<file path="src/rtl/serial_adder_pkg.sv">
// Shared types and constants for the bit-serial adder.
// Used by serial_adder_ctrl, whose optional subtract mode is selected by SERIAL_ADDER_SUB_EN.
package serial_adder_pkg;

    localparam int unsigned DEFAULT_WIDTH = 8;

    typedef enum logic [1:0] {
        StIdle = 2'd0,
        StRun  = 2'd1,
        StDone = 2'd2
    } state_t;

endpackage

</file>
<file path="src/rtl/fa_bit.sv">
// Combinational 1-bit full adder: {co, s} = a + b + ci.
module fa_bit (
    output logic s,
    output logic co,
    input  logic a,
    input  logic b,
    input  logic ci
);

    assign s  = a ^ b ^ ci;
    assign co = (a & b) | (ci & (a ^ b));

endmodule

</file>
<file path="src/rtl/serial_adder_ctrl.sv">
// Bit-serial adder: one full adder, LSB first, one bit per cycle, IDLE/RUN/DONE control.
// Define SERIAL_ADDER_SUB_EN to add a 'sub' input selecting a + ~b + 1 (cin ignored).
module serial_adder_ctrl
    import serial_adder_pkg::*;
#(
    parameter int unsigned WIDTH = DEFAULT_WIDTH
) (
    input  logic             clk,
    input  logic             rst_n,
    input  logic             start,
    input  logic [WIDTH-1:0] a,
    input  logic [WIDTH-1:0] b,
    input  logic             cin,
`ifdef SERIAL_ADDER_SUB_EN
    input  logic             sub,
`endif
    output logic             busy,
    output logic             done,
    output logic [WIDTH-1:0] sum,
    output logic             cout
);

    localparam int unsigned     CntW    = $clog2(WIDTH);
    localparam logic [CntW-1:0] LastBit = CntW'(WIDTH - 1);

    state_t           r_state;
    logic [WIDTH-1:0] r_a;
    logic [WIDTH-1:0] r_b;
    logic [WIDTH-1:0] r_acc;
    logic [WIDTH-1:0] r_sum;
    logic [CntW-1:0]  r_cnt;
    logic             r_carry;
    logic             r_cout;
    logic             r_busy;
    logic             r_done;

    logic [WIDTH-1:0] w_b_in;
    logic             w_c_in;
    logic [WIDTH-1:0] w_acc_next;
    logic             w_s;
    logic             w_co;

    // Subtraction is folded into the captured operand and carry, so RUN is identical for both.
    always_comb begin
        w_b_in = b;
        w_c_in = cin;
`ifdef SERIAL_ADDER_SUB_EN
        if (sub) begin
            w_b_in = ~b;
            w_c_in = 1'b1;
        end
`endif
    end

    fa_bit u_fa (
        .s  (w_s),
        .co (w_co),
        .a  (r_a[r_cnt]),
        .b  (r_b[r_cnt]),
        .ci (r_carry)
    );

    // r_acc is cleared on start, so OR-ing the new bit in is a positional write.
    assign w_acc_next = r_acc | (WIDTH'(w_s) << r_cnt);

    always_ff @(posedge clk or negedge rst_n) begin
        if (!rst_n) begin
            r_state <= StIdle;
            r_a     <= '0;
            r_b     <= '0;
            r_acc   <= '0;
            r_sum   <= '0;
            r_cnt   <= '0;
            r_carry <= 1'b0;
            r_cout  <= 1'b0;
            r_busy  <= 1'b0;
            r_done  <= 1'b0;
        end else begin
            unique case (r_state)
                StIdle: begin
                    r_done <= 1'b0;
                    if (start) begin
                        r_a     <= a;
                        r_b     <= w_b_in;
                        r_carry <= w_c_in;
                        r_cnt   <= '0;
                        r_acc   <= '0;
                        r_sum   <= '0;
                        r_cout  <= 1'b0;
                        r_busy  <= 1'b1;
                        r_state <= StRun;
                    end
                end
                StRun: begin
                    r_acc   <= w_acc_next;
                    r_carry <= w_co;
                    if (r_cnt == LastBit) begin
                        r_sum   <= w_acc_next;
                        r_cout  <= w_co;
                        r_busy  <= 1'b0;
                        r_done  <= 1'b1;
                        r_state <= StDone;
                    end else begin
                        r_cnt <= r_cnt + CntW'(1);
                    end
                end
                StDone: begin
                    r_done  <= 1'b0;
                    r_state <= StIdle;
                end
                default: begin
                    r_busy  <= 1'b0;
                    r_done  <= 1'b0;
                    r_state <= StIdle;
                end
            endcase
        end
    end

    assign busy = r_busy;
    assign done = r_done;
    assign sum  = r_sum;
    assign cout = r_cout;

endmodule

</file>
<file path="config.mk">
export PLATFORM = sky130hd
export DESIGN_NAME = serial_adder_ctrl
export DESIGN_NICKNAME = d
export VERILOG_FILES = /design/src/rtl/serial_adder_pkg.sv /design/src/rtl/fa_bit.sv /design/src/rtl/serial_adder_ctrl.sv
export SDC_FILE = /design/constraint.sdc
export NUM_CORES = 1
export LEC_CHECK = 0
export ABC_AREA = 0
export ABC_CLOCK_PERIOD_IN_PS = 5670
export BUFFER_PORTS_ARGS = -buffer_cell sky130_fd_sc_hd__buf_2
export CELL_PAD_IN_SITES_DETAIL_PLACEMENT = 1
export CELL_PAD_IN_SITES_GLOBAL_PLACEMENT = 1
export CORE_ASPECT_RATIO = 0.7
export CORE_MARGIN = 10
export CORE_UTILIZATION = 48
export CTS_CLUSTER_SIZE = 14
export DETAILED_ROUTE_END_ITERATION = 12
export PLACE_DENSITY_LB_ADDON = 0.08
export SLEW_MARGIN = 10
export SYNTH_ARGS = -nofsm -noshare
export SYNTH_HDL_FRONTEND = slang
export SYNTH_SLANG_ARGS = --single-unit
</file>
<file path="constraint.sdc">
create_clock -name clk -period 5.67 [get_ports clk]
set_input_delay 0 -clock clk [delete_from_list [all_inputs] [get_ports clk]]
set_output_delay 0 -clock clk [all_outputs]
set_load 0.01 [all_outputs]
</file>
==> impl_metrics.xml <==
<?xml version="1.0" encoding="UTF-8"?>
<metrics>
  <group name="outcome">
    <metric name="run_status" unit="">finished, final reports clean</metric>
  </group>
  <group name="yosys">
    <metric name="synth_fa_ha_area_frac" unit="">0.0232</metric>
    <metric name="yosysSeqAreaShare" unit="">0.528</metric>
    <metric name="synth_cells" unit="">146</metric>
    <metric name="synthSimpleGateAreaFrac" unit="">0.0909</metric>
    <metric name="synth_area_leader_cell" unit="">dfrtp_1</metric>
    <metric name="synthTopCellsByArea" unit="">dfrtp_1 (53%), mux2_4 (10%), a21oi_1 (4.6%)</metric>
    <metric name="yosys.cell_types.count" unit="">28</metric>
    <metric name="synth_mux_area_frac" unit="">0.188</metric>
    <metric name="syn_area" unit="µm²">1940</metric>
    <metric name="synth_async_sr_flop_share" unit="">1.00</metric>
    <metric name="synth_enable_flop_cells" unit="">0</metric>
    <metric name="synth_top_family_by_area" unit="">multiplexers</metric>
    <metric name="synth_nets" unit="">169</metric>
    <metric name="synth_xor_xnor_area_share" unit="">0</metric>
    <metric name="netlist.area_leader.share" unit="">0.528</metric>
    <metric name="yosys_warnings" unit="">0</metric>
    <metric name="ys_ff_latch" unit="">41</metric>
    <metric name="ys.flop_type" unit="">dfrtp_1</metric>
    <metric name="synth.avg_cell_area" unit="µm²">13.3</metric>
    <metric name="synth_compound_gate_area_share" unit="">0.122</metric>
  </group>
  <group name="setup_path">
    <metric name="worst_path_max_delay_cell" unit="">dfrtp_1</metric>
    <metric name="timing.critical_path.fanout_max" unit="">13</metric>
    <metric name="setup.worst_path.end_class" unit="">register</metric>
    <metric name="critical_path.startpoint_type" unit="">register</metric>
    <metric name="critical-path-max-stage-delay" unit="ns">0.67</metric>
    <metric name="crit_arrival" unit="ns">3.02</metric>
    <metric name="cp.required" unit="ns">5.88</metric>
    <metric name="worstSetupPathType" unit="">register to register</metric>
    <metric name="crit_chain" unit="">mux4_2 &gt; mux2i_1 &gt; fa_1 &gt; nor3b_1 &gt; a21oi_1 &gt; o2bb2ai_1</metric>
  </group>
  <group name="finish">
    <metric name="insertedDiodeCount" unit="">0</metric>
    <metric name="fillers" unit="">410</metric>
    <metric name="areaGrowthSynthToFinish" unit="%">21.5</metric>
    <metric name="num-nets-final" unit="">213</metric>
    <metric name="layout-drive-gt1-share" unit="">0.314</metric>
    <metric name="finish.cell_count_without_fillers" unit="">243</metric>
  </group>
  <group name="power_and_ir_drop">
    <metric name="power.switching_fraction" unit="">0.362</metric>
    <metric name="share_clk_of_total_power" unit="">0.176</metric>
    <metric name="static-leakage-power" unit="µW">0.00111</metric>
    <metric name="vdd_drop_max" unit="µV">248</metric>
    <metric name="intPower" unit="µW">881</metric>
    <metric name="power.switching" unit="µW">499</metric>
    <metric name="power_per_standard_cell_area" unit="nW/µm²">585</metric>
    <metric name="share_comb_of_total_power" unit="">0.430</metric>
    <metric name="seqPwrFrac" unit="">0.393</metric>
  </group>
  <group name="job">
    <metric name="cap_violations" unit="">0</metric>
  </group>
  <group name="cts">
    <metric name="cts_tree" unit="">yes</metric>
    <metric name="cts.sink_count" unit="">41</metric>
    <metric name="postCtsSetupBuffers" unit="">0</metric>
    <metric name="worst_setup_hold_path_clk_slew" unit="ns">0.08</metric>
    <metric name="cts_max_level" unit="">2</metric>
    <metric name="ctsLongestPathBuffers" unit="">2</metric>
    <metric name="ctsRootBufferMaster" unit="">clkbuf_8</metric>
    <metric name="numCtsBuffers" unit="">5</metric>
    <metric name="worstSkewPairLatency" unit="ns">0.30</metric>
  </group>
  <group name="floorplan">
    <metric name="fp.dieW" unit="µm">96.0</metric>
    <metric name="initial_standard_cell_utilization_of_the_core" unit="">0.495</metric>
    <metric name="dieArea" unit="µm²">7030</metric>
    <metric name="core_region_area" unit="µm²">3920</metric>
    <metric name="ios" unit="">31</metric>
    <metric name="num_rows" unit="">19</metric>
    <metric name="die_h" unit="µm">73.2</metric>
  </group>
  <group name="timing">
    <metric name="shortest_clock_period_the_worst_path_allows_after_layout" unit="ns">2.81</metric>
    <metric name="finalHoldWorstSlack" unit="ns">0.0293</metric>
    <metric name="worst_clock_skew" unit="ns">0.00437</metric>
    <metric name="timing.fmax" unit="GHz">0.356</metric>
    <metric name="setup_tns" unit="ns">0</metric>
    <metric name="final-hold-violation-count" unit="">0</metric>
    <metric name="slew_headroom" unit="">0.395</metric>
    <metric name="timing_max_transition_violations_final" unit="">0</metric>
    <metric name="worstMarginPinSlew" unit="ns">0.908</metric>
    <metric name="post-route-period-util" unit="">0.495</metric>
    <metric name="setup-violations-final" unit="">0</metric>
    <metric name="rsz0062_at_grt" unit="">false</metric>
  </group>
  <group name="routing">
    <metric name="total_vias_in_the_final_route" unit="">1323</metric>
    <metric name="number_of_design_rule_violations_left_by_the_first_detailed_router_iteration" unit="">48</metric>
    <metric name="avgRoutedWirePerCell" unit="µm">18.4</metric>
    <metric name="drt.antenna.violating_nets" unit="">0</metric>
    <metric name="route.detailed.vias_per_inst" unit="">5.44</metric>
    <metric name="detail_route.drc_violations" unit="">0</metric>
    <metric name="drt_pre_antenna_iters" unit="">4</metric>
    <metric name="detail_route.wirelength" unit="µm">4480</metric>
  </group>
  <group name="grt">
    <metric name="track_usage" unit="">0.139</metric>
    <metric name="grt_remaining_overflow" unit="">0</metric>
    <metric name="grt_start_max_net_pins" unit="">42</metric>
    <metric name="grt_antenna_before_repair" unit="">0</metric>
    <metric name="grt_pass1_wl" unit="µm">7520</metric>
    <metric name="grt_pass1_vias" unit="">1533</metric>
  </group>
  <group name="placed_design">
    <metric name="io_buffer_count" unit="">30</metric>
    <metric name="hpwl" unit="µm">3050</metric>
    <metric name="gp_congestion" unit="">0.766</metric>
    <metric name="dpl.cell_count" unit="">218</metric>
  </group>
  <group name="hold_path">
    <metric name="min_path_type" unit="">primary input to register</metric>
  </group>
</metrics>
==> worst max-delay path: cells and delay by family, from the launching register on <==
family / cells / cell delay (ns)
compound gates: 2 / 0.28
flops: 1 / 0.67
simple gates: 1 / 0.37
fa+ha+maj: 1 / 0.55
mux: 2 / 0.84
==> state kept, by name (all words and copies together), names as in the netlist <==
signal and cells:
cout 1, r_acc 8, busy 1, r_cnt 3, r_carry 1, done 1
r_a 8, sum 8, r_b 8, r_state 2
==> area by class of cell <==
type,count,area (µm²),share of cell area
repair buffers,47,320,0.136
clock buffers,7,86.3,0.0366
multi-input cells,93,825,0.349
inverters,2,7.51,0.00318
flip-flops and latches,41,1030,0.435
well taps,52,65.1,0.0276
clock inverters,1,30.0,0.0127
==> kinds of logic after synthesis <==
family | count (synthesis)
simple gates | 30
buf+inv | 12
compound gates | 36
flops | 41
fa+ha+maj | 3
mux | 24
==> layer usage <==
metal  track usage  part of all wire  vias to the layer above
met4        0.0587             0.012                        0
met5             0                 0                        -
li1              -                 -                      612
met2         0.222              0.50                       19
met3        0.0432             0.039                        5
met1         0.168              0.45                      687
==> final timing paths <==
check | cells past startpoint | slack [ns] | endpoint | from
worst max-delay path | 6 | 2.86 | sum[3]$_DFFE_PN0P_ | r_cnt[0]$_DFFE_PN0P_
worst min-delay path | 3 | 0.03 | r_carry$_DFFE_PN0P_ | cin
worst max register to register | 6 | 2.86 | sum[3]$_DFFE_PN0P_ | r_cnt[0]$_DFFE_PN0P_
worst min register to register | 1 | 0.49 | sum[7]$_DFFE_PN0P_ | sum[7]$_DFFE_PN0P_
max in group asynchronous | 2 | 4.74 | r_acc[0]$_DFFE_PN0P_ | rst_n
min in group asynchronous | 2 | 0.37 | cout$_DFFE_PN0P_ | rst_n
==> power by group through the flow <==
| stage | combinational, µW | clock, µW | sequential, µW |
|---|---|---|---|
| 6_report | 594 | 243 | 543 |
| 5_1_grt | 656 | 264 | 561 |
| 4_1_cts | 601 | 253 | 543 |
| 3_5_place_dp | 584 | 0 | 548 |
| 3_3_place_gp | 556 | 0 | 542 |
| 2_1_floorplan | 491 | 0 | 495 |
==> cell usage after synthesis (3+ instances only) <==
master / count
o2bb2ai_1: 8
buf_2: 6
a21oi_1: 18
a22o_1: 5
mux4_2: 3
mux2_2: 5
dfrtp_1: 41
nor2_1: 13
buf_6: 3
nor3b_1: 5
mux2_4: 13
==> through the flow <==
step | setup slack [ns] | cell area (µm²) | power (µW) | util
global route | 2.62 | 2360 | 1480 | 0.602
finish | 2.86 | 2360 | 1380 | 0.602
global placement | 3.08 | 2070 | 1100 | 0.529
CTS | 2.88 | 2360 | 1400 | 0.602
floorplan | 3.35 | 1940 | 986 | -
detailed placement | 2.90 | 2070 | 1130 | 0.529
==> placed cells by master (no fill, tap or decap), types with 2 or more instances in the layout <==
cell,synthesis,final
mux2_4,13,13
dfrtp_1,41,41
nor2b_4,2,2
o21ai_0,2,2
nand2_1,2,2
clkbuf_8,0,6
a21oi_1,18,18
ha_1,2,2
and3b_1,2,2
nor3b_1,5,5
mux4_2,3,3
nand2b_1,2,2
nor2_1,13,13
inv_1,2,2
mux2i_1,2,2
o2bb2ai_1,8,8
dlygate4sd3_1,0,17
buf_2,6,30
mux2_2,5,5
nor2b_1,2,2
a22o_1,5,5
==> repair_timing <==
action,CTS,global route
hold buffers,17,0
resized for setup,0,0
hold endpoints to repair,57,0
(Power assumes the default switching activity.)
